--- src/rtl/frame_buf_pkg.sv ---
// Shared types and constants for the frame-buffer arbiter.
// READ_PRIORITY_EN (see arb_rr2) selects the tie-break policy.
package frame_buf_pkg;

  typedef enum logic [2:0] {
    ST_IDLE,
    ST_WRITE,
    ST_READ,
    ST_RD_WAIT,
    ST_ACK
  } fb_state_e;

  // One-hot grant: bit 0 = pixel writer, bit 1 = display reader
  typedef logic [1:0] grant_t;

  localparam grant_t GRANT_NONE = 2'b00;
  localparam grant_t GRANT_WR   = 2'b01;
  localparam grant_t GRANT_RD   = 2'b10;

  localparam logic ASSERT_L   = 1'b0;
  localparam logic DEASSERT_L = 1'b1;
  localparam logic ASSERT_H   = 1'b1;
  localparam logic DEASSERT_H = 1'b0;

endpackage

--- src/rtl/frame_buf_arb_if.sv ---
// Requester and memory-side signals of the frame-buffer arbiter.
// slave = the arbiter, master = requesters plus the memory.
interface frame_buf_arb_if #(
  parameter int DATA_WIDTH = 32,
  parameter int ADDR_WIDTH = 29
);

  logic                  wr_req;
  logic [ADDR_WIDTH-1:0] wr_req_addr;
  logic [DATA_WIDTH-1:0] wr_req_data;
  logic                  wr_ack;
  logic                  rd_req;
  logic [ADDR_WIDTH-1:0] rd_req_addr;
  logic                  rd_ack;
  logic [DATA_WIDTH-1:0] rd_resp_data;
  logic [ADDR_WIDTH-1:0] mem_wr_addr;
  logic [DATA_WIDTH-1:0] mem_wr_data;
  logic [ADDR_WIDTH-1:0] mem_rd_addr;
  logic                  mem_wr_en;
  logic                  mem_rd_en;
  logic [DATA_WIDTH-1:0] mem_rd_data;
  logic                  busy;

  modport slave (
    input  wr_req, wr_req_addr, wr_req_data, rd_req, rd_req_addr, mem_rd_data,
    output wr_ack, rd_ack, rd_resp_data, mem_wr_addr, mem_wr_data, mem_rd_addr,
           mem_wr_en, mem_rd_en, busy
  );

  modport master (
    output wr_req, wr_req_addr, wr_req_data, rd_req, rd_req_addr, mem_rd_data,
    input  wr_ack, rd_ack, rd_resp_data, mem_wr_addr, mem_wr_data, mem_rd_addr,
           mem_wr_en, mem_rd_en, busy
  );

endinterface

--- src/rtl/arb_rr2.sv ---
// Two-way picker between the pixel writer and the display reader.
// Define READ_PRIORITY_EN to make reads always win a tie; otherwise round-robin.
module arb_rr2
  import frame_buf_pkg::*;
(
  input  logic   wr_req,
  input  logic   rd_req,
  input  grant_t last_grant,
  output grant_t grant
);

`ifdef READ_PRIORITY_EN
  logic unused_last_grant;
  assign unused_last_grant = ^last_grant;
`endif

  // On a tie the default build hands the bus to whoever did not have it last
  always_comb begin
    grant = GRANT_NONE;
    if (wr_req && rd_req) begin
`ifdef READ_PRIORITY_EN
      grant = GRANT_RD;
`else
      grant = (last_grant == GRANT_WR) ? GRANT_RD : GRANT_WR;
`endif
    end else if (wr_req) begin
      grant = GRANT_WR;
    end else if (rd_req) begin
      grant = GRANT_RD;
    end
  end

endmodule

--- src/rtl/frame_buf_arb.sv ---
// Arbiter/sequencer sharing one frame-buffer memory between writer and reader.
// Tie-break policy is set in arb_rr2 by the READ_PRIORITY_EN macro.
module frame_buf_arb
  import frame_buf_pkg::*;
#(
  parameter int DATA_WIDTH = 32,
  parameter int ADDR_WIDTH = 29,
  parameter int CMD_CYCLES = 3
) (
  input  logic           clk,
  input  logic           reset,
  frame_buf_arb_if.slave bus
);

  localparam int CNT_W = (CMD_CYCLES > 1) ? $clog2(CMD_CYCLES) : 1;
  localparam logic [CNT_W-1:0] CNT_LOAD = CNT_W'(CMD_CYCLES - 1);

  fb_state_e        state;
  logic [CNT_W-1:0] cnt;
  grant_t           last_grant;
  grant_t           grant;

  arb_rr2 u_arb (
    .wr_req     (bus.wr_req),
    .rd_req     (bus.rd_req),
    .last_grant (last_grant),
    .grant      (grant)
  );

  // Requests are only looked at in IDLE, so a grant always runs to its ack
  always_ff @(posedge clk or negedge reset) begin
    if (!reset) begin
      state            <= ST_IDLE;
      cnt              <= '0;
      last_grant       <= GRANT_WR;
      bus.mem_wr_en    <= DEASSERT_L;
      bus.mem_rd_en    <= DEASSERT_L;
      bus.wr_ack       <= DEASSERT_H;
      bus.rd_ack       <= DEASSERT_H;
      bus.busy         <= 1'b0;
      bus.rd_resp_data <= {DATA_WIDTH{1'b0}};
      bus.mem_wr_addr  <= {ADDR_WIDTH{1'b0}};
      bus.mem_wr_data  <= {DATA_WIDTH{1'b0}};
      bus.mem_rd_addr  <= {ADDR_WIDTH{1'b0}};
    end else begin
      bus.wr_ack <= DEASSERT_H;
      bus.rd_ack <= DEASSERT_H;
      case (state)
        ST_IDLE: begin
          if (grant == GRANT_WR) begin
            bus.mem_wr_addr <= bus.wr_req_addr;
            bus.mem_wr_data <= bus.wr_req_data;
            bus.mem_wr_en   <= ASSERT_L;
            cnt             <= CNT_LOAD;
            last_grant      <= GRANT_WR;
            bus.busy        <= 1'b1;
            state           <= ST_WRITE;
          end else if (grant == GRANT_RD) begin
            bus.mem_rd_addr <= bus.rd_req_addr;
            bus.mem_rd_en   <= ASSERT_L;
            cnt             <= CNT_LOAD;
            last_grant      <= GRANT_RD;
            bus.busy        <= 1'b1;
            state           <= ST_READ;
          end
        end
        ST_WRITE: begin
          if (cnt == '0) begin
            bus.mem_wr_en <= DEASSERT_L;
            bus.wr_ack    <= ASSERT_H;
            state         <= ST_ACK;
          end else begin
            cnt <= cnt - CNT_W'(1);
          end
        end
        ST_READ: begin
          if (cnt == '0) begin
            bus.mem_rd_en <= DEASSERT_L;
            state         <= ST_RD_WAIT;
          end else begin
            cnt <= cnt - CNT_W'(1);
          end
        end
        ST_RD_WAIT: begin
          bus.rd_resp_data <= bus.mem_rd_data;
          bus.rd_ack       <= ASSERT_H;
          state            <= ST_ACK;
        end
        ST_ACK: begin
          bus.busy <= 1'b0;
          state    <= ST_IDLE;
        end
        default: begin
          bus.mem_wr_en <= DEASSERT_L;
          bus.mem_rd_en <= DEASSERT_L;
          bus.busy      <= 1'b0;
          state         <= ST_IDLE;
        end
      endcase
    end
  end

endmodule

--- src/flat_wrapper.sv ---
// flat-port wrapper written by rule: the top's interface ports become plain ports
module frame_buf_arb_flat import frame_buf_pkg::*;
#(
  parameter int DATA_WIDTH = 32,
  parameter int ADDR_WIDTH = 29,
  parameter int CMD_CYCLES = 3
)
  (clk, reset, bus_wr_req, bus_wr_req_addr, bus_wr_req_data, bus_rd_req, bus_rd_req_addr, bus_mem_rd_data, bus_wr_ack, bus_rd_ack, bus_rd_resp_data, bus_mem_wr_addr, bus_mem_wr_data, bus_mem_rd_addr, bus_mem_wr_en, bus_mem_rd_en, bus_busy);
  frame_buf_arb_if #(.DATA_WIDTH(DATA_WIDTH), .ADDR_WIDTH(ADDR_WIDTH)) bus_i ();
  input  logic clk;
  input  logic reset;
  input wire logic [$bits(bus_i.wr_req)-1:0] bus_wr_req;
  input wire logic [$bits(bus_i.wr_req_addr)-1:0] bus_wr_req_addr;
  input wire logic [$bits(bus_i.wr_req_data)-1:0] bus_wr_req_data;
  input wire logic [$bits(bus_i.rd_req)-1:0] bus_rd_req;
  input wire logic [$bits(bus_i.rd_req_addr)-1:0] bus_rd_req_addr;
  input wire logic [$bits(bus_i.mem_rd_data)-1:0] bus_mem_rd_data;
  output wire logic [$bits(bus_i.wr_ack)-1:0] bus_wr_ack;
  output wire logic [$bits(bus_i.rd_ack)-1:0] bus_rd_ack;
  output wire logic [$bits(bus_i.rd_resp_data)-1:0] bus_rd_resp_data;
  output wire logic [$bits(bus_i.mem_wr_addr)-1:0] bus_mem_wr_addr;
  output wire logic [$bits(bus_i.mem_wr_data)-1:0] bus_mem_wr_data;
  output wire logic [$bits(bus_i.mem_rd_addr)-1:0] bus_mem_rd_addr;
  output wire logic [$bits(bus_i.mem_wr_en)-1:0] bus_mem_wr_en;
  output wire logic [$bits(bus_i.mem_rd_en)-1:0] bus_mem_rd_en;
  output wire logic [$bits(bus_i.busy)-1:0] bus_busy;
  assign bus_i.wr_req = bus_wr_req;
  assign bus_i.wr_req_addr = bus_wr_req_addr;
  assign bus_i.wr_req_data = bus_wr_req_data;
  assign bus_i.rd_req = bus_rd_req;
  assign bus_i.rd_req_addr = bus_rd_req_addr;
  assign bus_i.mem_rd_data = bus_mem_rd_data;
  assign bus_wr_ack = bus_i.wr_ack;
  assign bus_rd_ack = bus_i.rd_ack;
  assign bus_rd_resp_data = bus_i.rd_resp_data;
  assign bus_mem_wr_addr = bus_i.mem_wr_addr;
  assign bus_mem_wr_data = bus_i.mem_wr_data;
  assign bus_mem_rd_addr = bus_i.mem_rd_addr;
  assign bus_mem_wr_en = bus_i.mem_wr_en;
  assign bus_mem_rd_en = bus_i.mem_rd_en;
  assign bus_busy = bus_i.busy;
  frame_buf_arb #(.DATA_WIDTH(DATA_WIDTH), .ADDR_WIDTH(ADDR_WIDTH), .CMD_CYCLES(CMD_CYCLES)) u_core (.clk(clk), .reset(reset), .bus(bus_i));
endmodule
--- config.mk ---
export PLATFORM = sky130hd
export DESIGN_NAME = frame_buf_arb_flat
export DESIGN_NICKNAME = d
export VERILOG_FILES = /design/src/rtl/frame_buf_pkg.sv /design/src/rtl/frame_buf_arb_if.sv /design/src/rtl/arb_rr2.sv /design/src/rtl/frame_buf_arb.sv /design/src/flat_wrapper.sv
export SDC_FILE = /design/constraint.sdc
export NUM_CORES = 1
export LEC_CHECK = 0
export CORE_MARGIN = 2
export CORE_UTILIZATION = 42
export CTS_BUF_LIST = sky130_fd_sc_hd__clkbuf_8
export CTS_CLUSTER_DIAMETER = 30
export CTS_CLUSTER_SIZE = 30
export DETAILED_ROUTE_END_ITERATION = 8
export PLACE_DENSITY = 0.82
export SLEW_MARGIN = 20
export SYNTH_ARGS = -nofsm -noshare
export SYNTH_HDL_FRONTEND = slang
export SYNTH_SLANG_ARGS = --single-unit
export TNS_END_PERCENT = 100
--- constraint.sdc ---
create_clock -name clk -period 2.2 [get_ports clk]
set_clock_uncertainty 0.15 [all_clocks]
set_input_delay 0.44 -clock clk [delete_from_list [all_inputs] [get_ports clk]]
set_output_delay 0.44 -clock clk [all_outputs]
set_load 0.01 [all_outputs]
==> results of run 1 <==
worst reg2reg max path: cells and delay by family, from the launching register on:
family / cells / cell delay, ns
flops: 1 / 0.56
simple gates: 2 / 0.36
mux: 1 / 0.36
buf+inv: 1 / 0.20
compound gates: 1 / 0.10
metrics by stage:
stage / utilization / cell area [um2]
after floorplan: - / 5391
after global placement: 0.6522 / 8197
after detailed placement: 0.6522 / 8197
after CTS: 0.6886 / 8655
after global routing: 0.6890 / 8660
final: 0.6890 / 8660
where the power goes:
group	internal, mW	switching [mW]	leakage, nW
clock	1.32	0.949	0.225
sequential	3.73	0.724	1.60
combinational	3.82	2.29	2.21
logic make-up after synthesis:
family | after synthesis | share of synthesized area
AND/OR/NAND/NOR | 117 | 0.08982
AO/OA/AOI/OAI | 18 | 0.02274
XOR/XNOR | 1 | 0.001625
multiplexers | 91 | 0.2309
buffers and inverters | 24 | 0.02994
flip-flops | 134 | 0.6227
adder cells (fa/ha/maj) | 1 | 0.002320
area by class of cell:
type | instances | area (um2) | share of cell area
clock inverters | 12 | 172.7 | 0.01994
repair buffers | 267 | 2744 | 0.3169
inverters | 6 | 22.52 | 0.002601
flip-flops and latches | 134 | 3357 | 0.3877
well taps | 172 | 215.2 | 0.02485
clock buffers | 20 | 275.3 | 0.03179
multi-input cells | 228 | 1873 | 0.2163
repair_timing:
action                                  4_1_cts  5_1_grt
endpoints found under the hold margin        35        0
endpoints found under the setup margin        0        2
hold buffers                                  1        0
gates resized for setup                       0        2
metal layers:
metal  track usage  part of all wire  vias to the layer above
li1              -                 -                     1823
met1        0.2465              0.40                     1912
met2        0.3655              0.51                      168
met3       0.06566             0.065                       30
met4       0.08886             0.025                        0
met5             0                 0                        -
worst paths after layout:
check	startpoint	endpoint	slack, ns	cells past startpoint
worst max-delay path	u_core.bus.rd_resp_data[2]$_DFFE_PN0N_	bus_rd_resp_data[2]	0.22	1
worst min-delay path	reset	u_core.bus.mem_wr_data[17]$_DFFE_PN0N_	0.33	2
worst max register to register	u_core.last_grant[0]$_DFFE_PN1P_	u_core.bus.mem_wr_addr[3]$_DFFE_PN0N_	0.35	5
worst min register to register	u_core.bus.rd_resp_data[29]$_DFFE_PN0N_	u_core.bus.rd_resp_data[29]$_DFFE_PN0N_	0.33	2
max in group asynchronous	reset	u_core.bus.mem_wr_addr[28]$_DFFE_PN0N_	0.93	3
min in group clk	u_core.bus.rd_resp_data[29]$_DFFE_PN0N_	u_core.bus.rd_resp_data[29]$_DFFE_PN0N_	0.33	2
flip-flops by register name, indices dropped and copies added (netlist names):
register / flops
u_core.bus.mem_rd_addr: 29
u_core.bus.mem_wr_addr: 29
u_core.state: 3
u_core.bus.rd_resp_data: 32
u_core.last_grant: 2
u_core.bus.rd_ack: 1
u_core.cnt: 2
u_core.bus.busy: 1
u_core.bus.wr_ack: 1
u_core.bus.mem_wr_en: 1
u_core.bus.mem_rd_en: 1
u_core.bus.mem_wr_data: 32
layout by cell type (no fill, tap or decap), types with 6 or more instances in the layout:
master / netlist / routed
nand2_1: 99 / 99
buf_4: 0 / 6
mux2_4: 59 / 59
nor2_1: 8 / 8
buf_12: 0 / 8
mux2_2: 29 / 29
clkbuf_8: 0 / 20
clkdlybuf4s50_1: 0 / 249
dfrtp_1: 131 / 131
inv_1: 6 / 6
==> key figures, run 1 <==
STA
  • Max transition margin: 0.7583
  • F_max: 504.6 MHz
  • Setup TNS: 0 ns
  • Worst setup margin: 0.2181 ns
  • RSZ-0062 raised after global routing: false
  • Tcrit/Tclk final: 0.9009
  • Slew Limit Fails: 0
  • Endpoints failing hold: 0
  • Hold_ws: 0.3279 ns
  • Endpoints failing setup: 0
  • Period minus WS final: just under 2 ns
  • Worst-margin pin slew: between 0.3 and 0.4 ns

Global route
  • Initial antenna violation count: 0
  • First-pass GRT wire length: ~23 mm
  • Total track usage: 0.2125
  • Vias in the first global route: between 4000 and 5000
  • Pin count of the biggest net entering global routing: 57
  • Remaining Overflow, GRT: 0

Run status
  • Status: completed

Finish
  • Final net count: just under 800
  • Antenna cells: 0
  • Filler Cell Count: 900
  • Fin cells: ~840
  • P&R area growth vs syn: 60.62%
  • Share of layout cells above drive strength 1: 0.2144

Floorplan
  • CORE AREA: 12570 um2
  • Die width: ~120 um
  • Initial Util: 0.4290
  • I/O pin cnt: around 250
  • Die H: 117.3 um
  • Row Count: just over 40
  • Die ar.: between 10000 and 15000 um2

Critical path
  • CP Launch Type: flop
  • Setup CP Type: flop to primary output
  • Crit path DAT: between 1 and 1.5 ns
  • CP peak stage delay: about 0.58 ns
  • Worst-path maximum fanout: 2
  • Critical Path End Type: primary output
  • Worst Path Required: around 1.6 ns
  • Crit-path cells: clkdlybuf4s50_1
  • Worst Path Buf+Inv: 1
  • Slowest cell on crit path: clkdlybuf4s50_1
  • Top Family by Delay on Critical Path: buffers and inverters

Clock network
  • Clk buf depth: 2
  • CTS buffer count: 17
  • Clock Pin Slew Worst Setup and Hold Paths: around 0.080 ns
  • H-Tree Depth: 4
  • Setup bufs post-CTS: 0
  • Root Driver: clkbuf_8
  • CTS tree: yes
  • Worst-skew pair later-pin latency: 0.44 ns
  • Clk sinks: approximately 130

Synth
  • Synth Warn #: 0
  • Synth area leader: dfrtp_1
  • Mapped Avg Cell Area: about 14 um2
  • Most numerous cell in the Yosys netlist: dfrtp_1
  • Syn_nets: between 500 and 600
  • Synth top cells by count: dfrtp_1, nand2_1, mux2_4, mux2_2, buf_6
  • Post-synth EDFFs: 0
  • Synth async-reset ratio: 1.000
  • Ys flop type: dfrtp_1
  • Top cells by area, synth: dfrtp_1, mux2_4, nand2_1
  • Seq/Total Area, Yosys: 0.6227
  • Mapped Cells: roughly 390
  • Yosys top cell area share: 0.6080
  • Cell area after synthesis: about 5400 um2
  • Yosys reg bits: 134
  • Netlist cell types: 32

Placed design
  • Placed Instances: 806
  • GPL Wtd Cong: 0.7889
  • # port buffers: roughly 250
  • HPWL after detailed placement: 10.34 mm
  • Place WS: roughly 0.047 ns

Routing
  • Drt drc: 0
  • WL per Instance: about 17 um
  • Post-route ant nets: 0
  • Vias per cell: about 4.7
  • Vias post-DR: 3933
  • Initial DRC count: about 150
  • DRT Pass-1 Iters: 4
  • DRT Wirelength: 14.01 mm

Run
  • Max cap viols: 0

Power
  • Total power draw: 12.84 mW
  • Peak supply drop: around 0.0008 V
  • P per Cell Area: roughly 1500 nW/um2
  • Pleak: about 4.0 nW

Min path
  • Worst Hold Class: primary input to async pin
Note: power is estimated with default switching activity, not from simulation.
==> run 2: changes to the inputs <==
Settings changed: CORE_UTILIZATION 42 to 41, CTS_BUF_LIST sky130_fd_sc_hd__clkbuf_8 to sky130_fd_sc_hd__clkbuf_16, PLACE_DENSITY 0.82 to 0.8.
==> key figures, run 2 (synthesis gave the netlist of run 1 again) <==
Run status
  • Status: completed

Floorplan
  • CORE AREA: 12720 um2
  • Die width: roughly 120 um
  • Die H: approximately 120 um
  • Die ar.: 14080 um2
  • I/O pin cnt: about 250
  • Initial Util: 0.4238
  • Row Count: between 40 and 50

STA
  • RSZ-0062 raised after global routing: false
  • F_max: 478.1 MHz
  • Tcrit/Tclk final: 0.9508
  • Worst setup margin: 0.1082 ns
  • Slew Limit Fails: 0
  • Max transition margin: 0.7413
  • Endpoints failing setup: 0
  • Endpoints failing hold: 0
  • Period minus WS final: between 2 and 2.5 ns
  • Setup TNS: 0 ns
  • Worst-margin pin slew: 0.3783 ns
  • Hold_ws: 0.3208 ns

Critical path
  • Crit path DAT: ~1.5 ns
  • Worst-path maximum fanout: 3
  • CP Launch Type: flop
  • Critical path depth: 1
  • Reg2reg start: u_core.last_grant[0]$_DFFE_PN1P_
  • Crit-path cells: clkdlybuf4s50_1
  • Top Family by Delay on Critical Path: buffers and inverters
  • Critical Path End Type: primary output
  • Flop2flop setup slack: between 0.3 and 0.4 ns
  • R2R cell count: 5
  • Worst Path Buf+Inv: 1
  • Worst Path Required: between 1.5 and 2 ns
  • Setup CP Type: flop to primary output
  • Slowest cell on crit path: clkdlybuf4s50_1
  • CP peak stage delay: 0.56 ns
  • R2R Path End: u_core.bus.mem_wr_addr[18]$_DFFE_PN0N_

Finish
  • Post-route cell area: around 8700 um2
  • Final Util: 0.6834
  • Antenna cells: 0
  • Share of layout cells above drive strength 1: 0.1994
  • Commonest non-fill, non-tap cell in the layout: clkdlybuf4s50_1
  • Final net count: 781
  • Filler Cell Count: 921
  • Most frequent cells in the layout: clkdlybuf4s50_1, dfrtp_1, nand2_1
  • Fin cells: 839
  • P&R area growth vs syn: 61.27%
  • Largest registers: u_core.bus.mem_wr_data (32), u_core.bus.rd_resp_data (32)

Clock network
  • CTS buffer count: 17
  • Post-CTS Resized: 0
  • H-Tree Depth: 4
  • CTS tree: yes
  • Worst-skew pair later-pin latency: approximately 0.40 ns
  • Root Driver: clkbuf_16
  • Clk sinks: 134
  • Clk buf depth: 2
  • Setup bufs post-CTS: 0
  • Cts hold-fix bufs: 1
  • Clock Pin Slew Worst Setup and Hold Paths: about 0.05 ns

Routing
  • Drt drc: 0
  • Vias post-DR: roughly 3900
  • Vias per cell: around 4.6
  • Post-route ant nets: 0
  • Initial DRC count: 137
  • DRT Pass-1 Iters: 4
  • WL per Instance: ~16 um
  • DRT Wirelength: approximately 14 mm

Global route
  • Total track usage: 0.1953
  • Vias in the first global route: ~4200
  • Remaining Overflow, GRT: 0
  • Initial antenna violation count: 0
  • Pin count of the biggest net entering global routing: 45
  • First-pass GRT wire length: between 20 and 25 mm

Min path
  • WHS Path Cells: 2
  • Worst Hold Class: flop to flop
  • Worst Min Path Start: u_core.bus.rd_resp_data[4]$_DFFE_PN0N_
  • Hold endpoint: u_core.bus.rd_resp_data[4]$_DFFE_PN0N_

Power
  • Peak supply drop: 0.0007493 V
  • Total power draw: approximately 13 mW
  • P per Cell Area: roughly 1500 nW/um2
  • Pleak: 4.054 nW

Placed design
  • Place WS: about 0.026 ns
  • Placed Instances: 806
  • GPL Wtd Cong: 0.7340
  • Dpl cell area: just over 8000 um2
  • HPWL after detailed placement: between 9 and 10 mm
  • # port buffers: around 250

Run
  • Max cap viols: 0
==> run 2: cell types whose count changed in the layout (fill, tap and decap cells not counted), moves of 3 or more <==
| cell | change |
|---|---|
| inv_1 | +7 |
| bufinv_16 | -3 |
| clkbuf_8 | -20 |
| clkbuf_16 | +17 |
| clkinv_1 | +3 |
==> run 2: worst min-delay path, cell delays in order (launching register included) <==
cell	delay [ns]
dfrtp_1	0.33
nand2_1	0.05
nand2_1	0.06
==> run 2: worst max path at each step <==
stage	start	endpoint	slack (ns)
2_1_floorplan	u_core.last_grant[0]$_DFFE_PN1P_	u_core.bus.mem_wr_addr[10]$_DFFE_PN0N_	0.55
3_3_place_gp	bus_rd_req	u_core.bus.mem_wr_addr[18]$_DFFE_PN0N_	0.08
3_5_place_dp	bus_rd_req	u_core.bus.mem_wr_addr[19]$_DFFE_PN0N_	0.03
4_1_cts	u_core.bus.mem_wr_en$_DFFE_PN1P_	bus_mem_wr_en	0.08
5_1_grt	u_core.bus.mem_rd_en$_DFFE_PN1P_	bus_mem_rd_en	0.05
6_report	u_core.bus.mem_wr_en$_DFFE_PN1P_	bus_mem_wr_en	0.11
==> run 2: cell type report <==
| class | instances | area [um2] | share of cell area |
|---|---|---|---|
| clock inverter | 15 | 87.58 | 0.01007 |
| tap | 172 | 215.2 | 0.02475 |
| clock buffer | 17 | 425.4 | 0.04893 |
| sequential | 134 | 3357 | 0.3861 |
| multi-input combinational | 228 | 1873 | 0.2154 |
| inverter | 6 | 22.52 | 0.002590 |
| timing repair buffer | 267 | 2714 | 0.3121 |
==> run 2: layer usage <==
layer	global-route usage	vias up	part of all wire
li1	-	1826	-
met3	0.06998	30	0.076
met1	0.2233	1872	0.40
met4	0.08408	0	0.025
met5	0	-	0
met2	0.3294	170	0.50
==> run 2: power by group <==
group | internal [mW] | switching, mW | total [mW]
Clock | 1.50 | 0.948 | 2.45
Combinational | 3.79 | 2.29 | 6.08
Sequential | 3.74 | 0.702 | 4.44
Total | 9.03 | 3.94 | 13.0
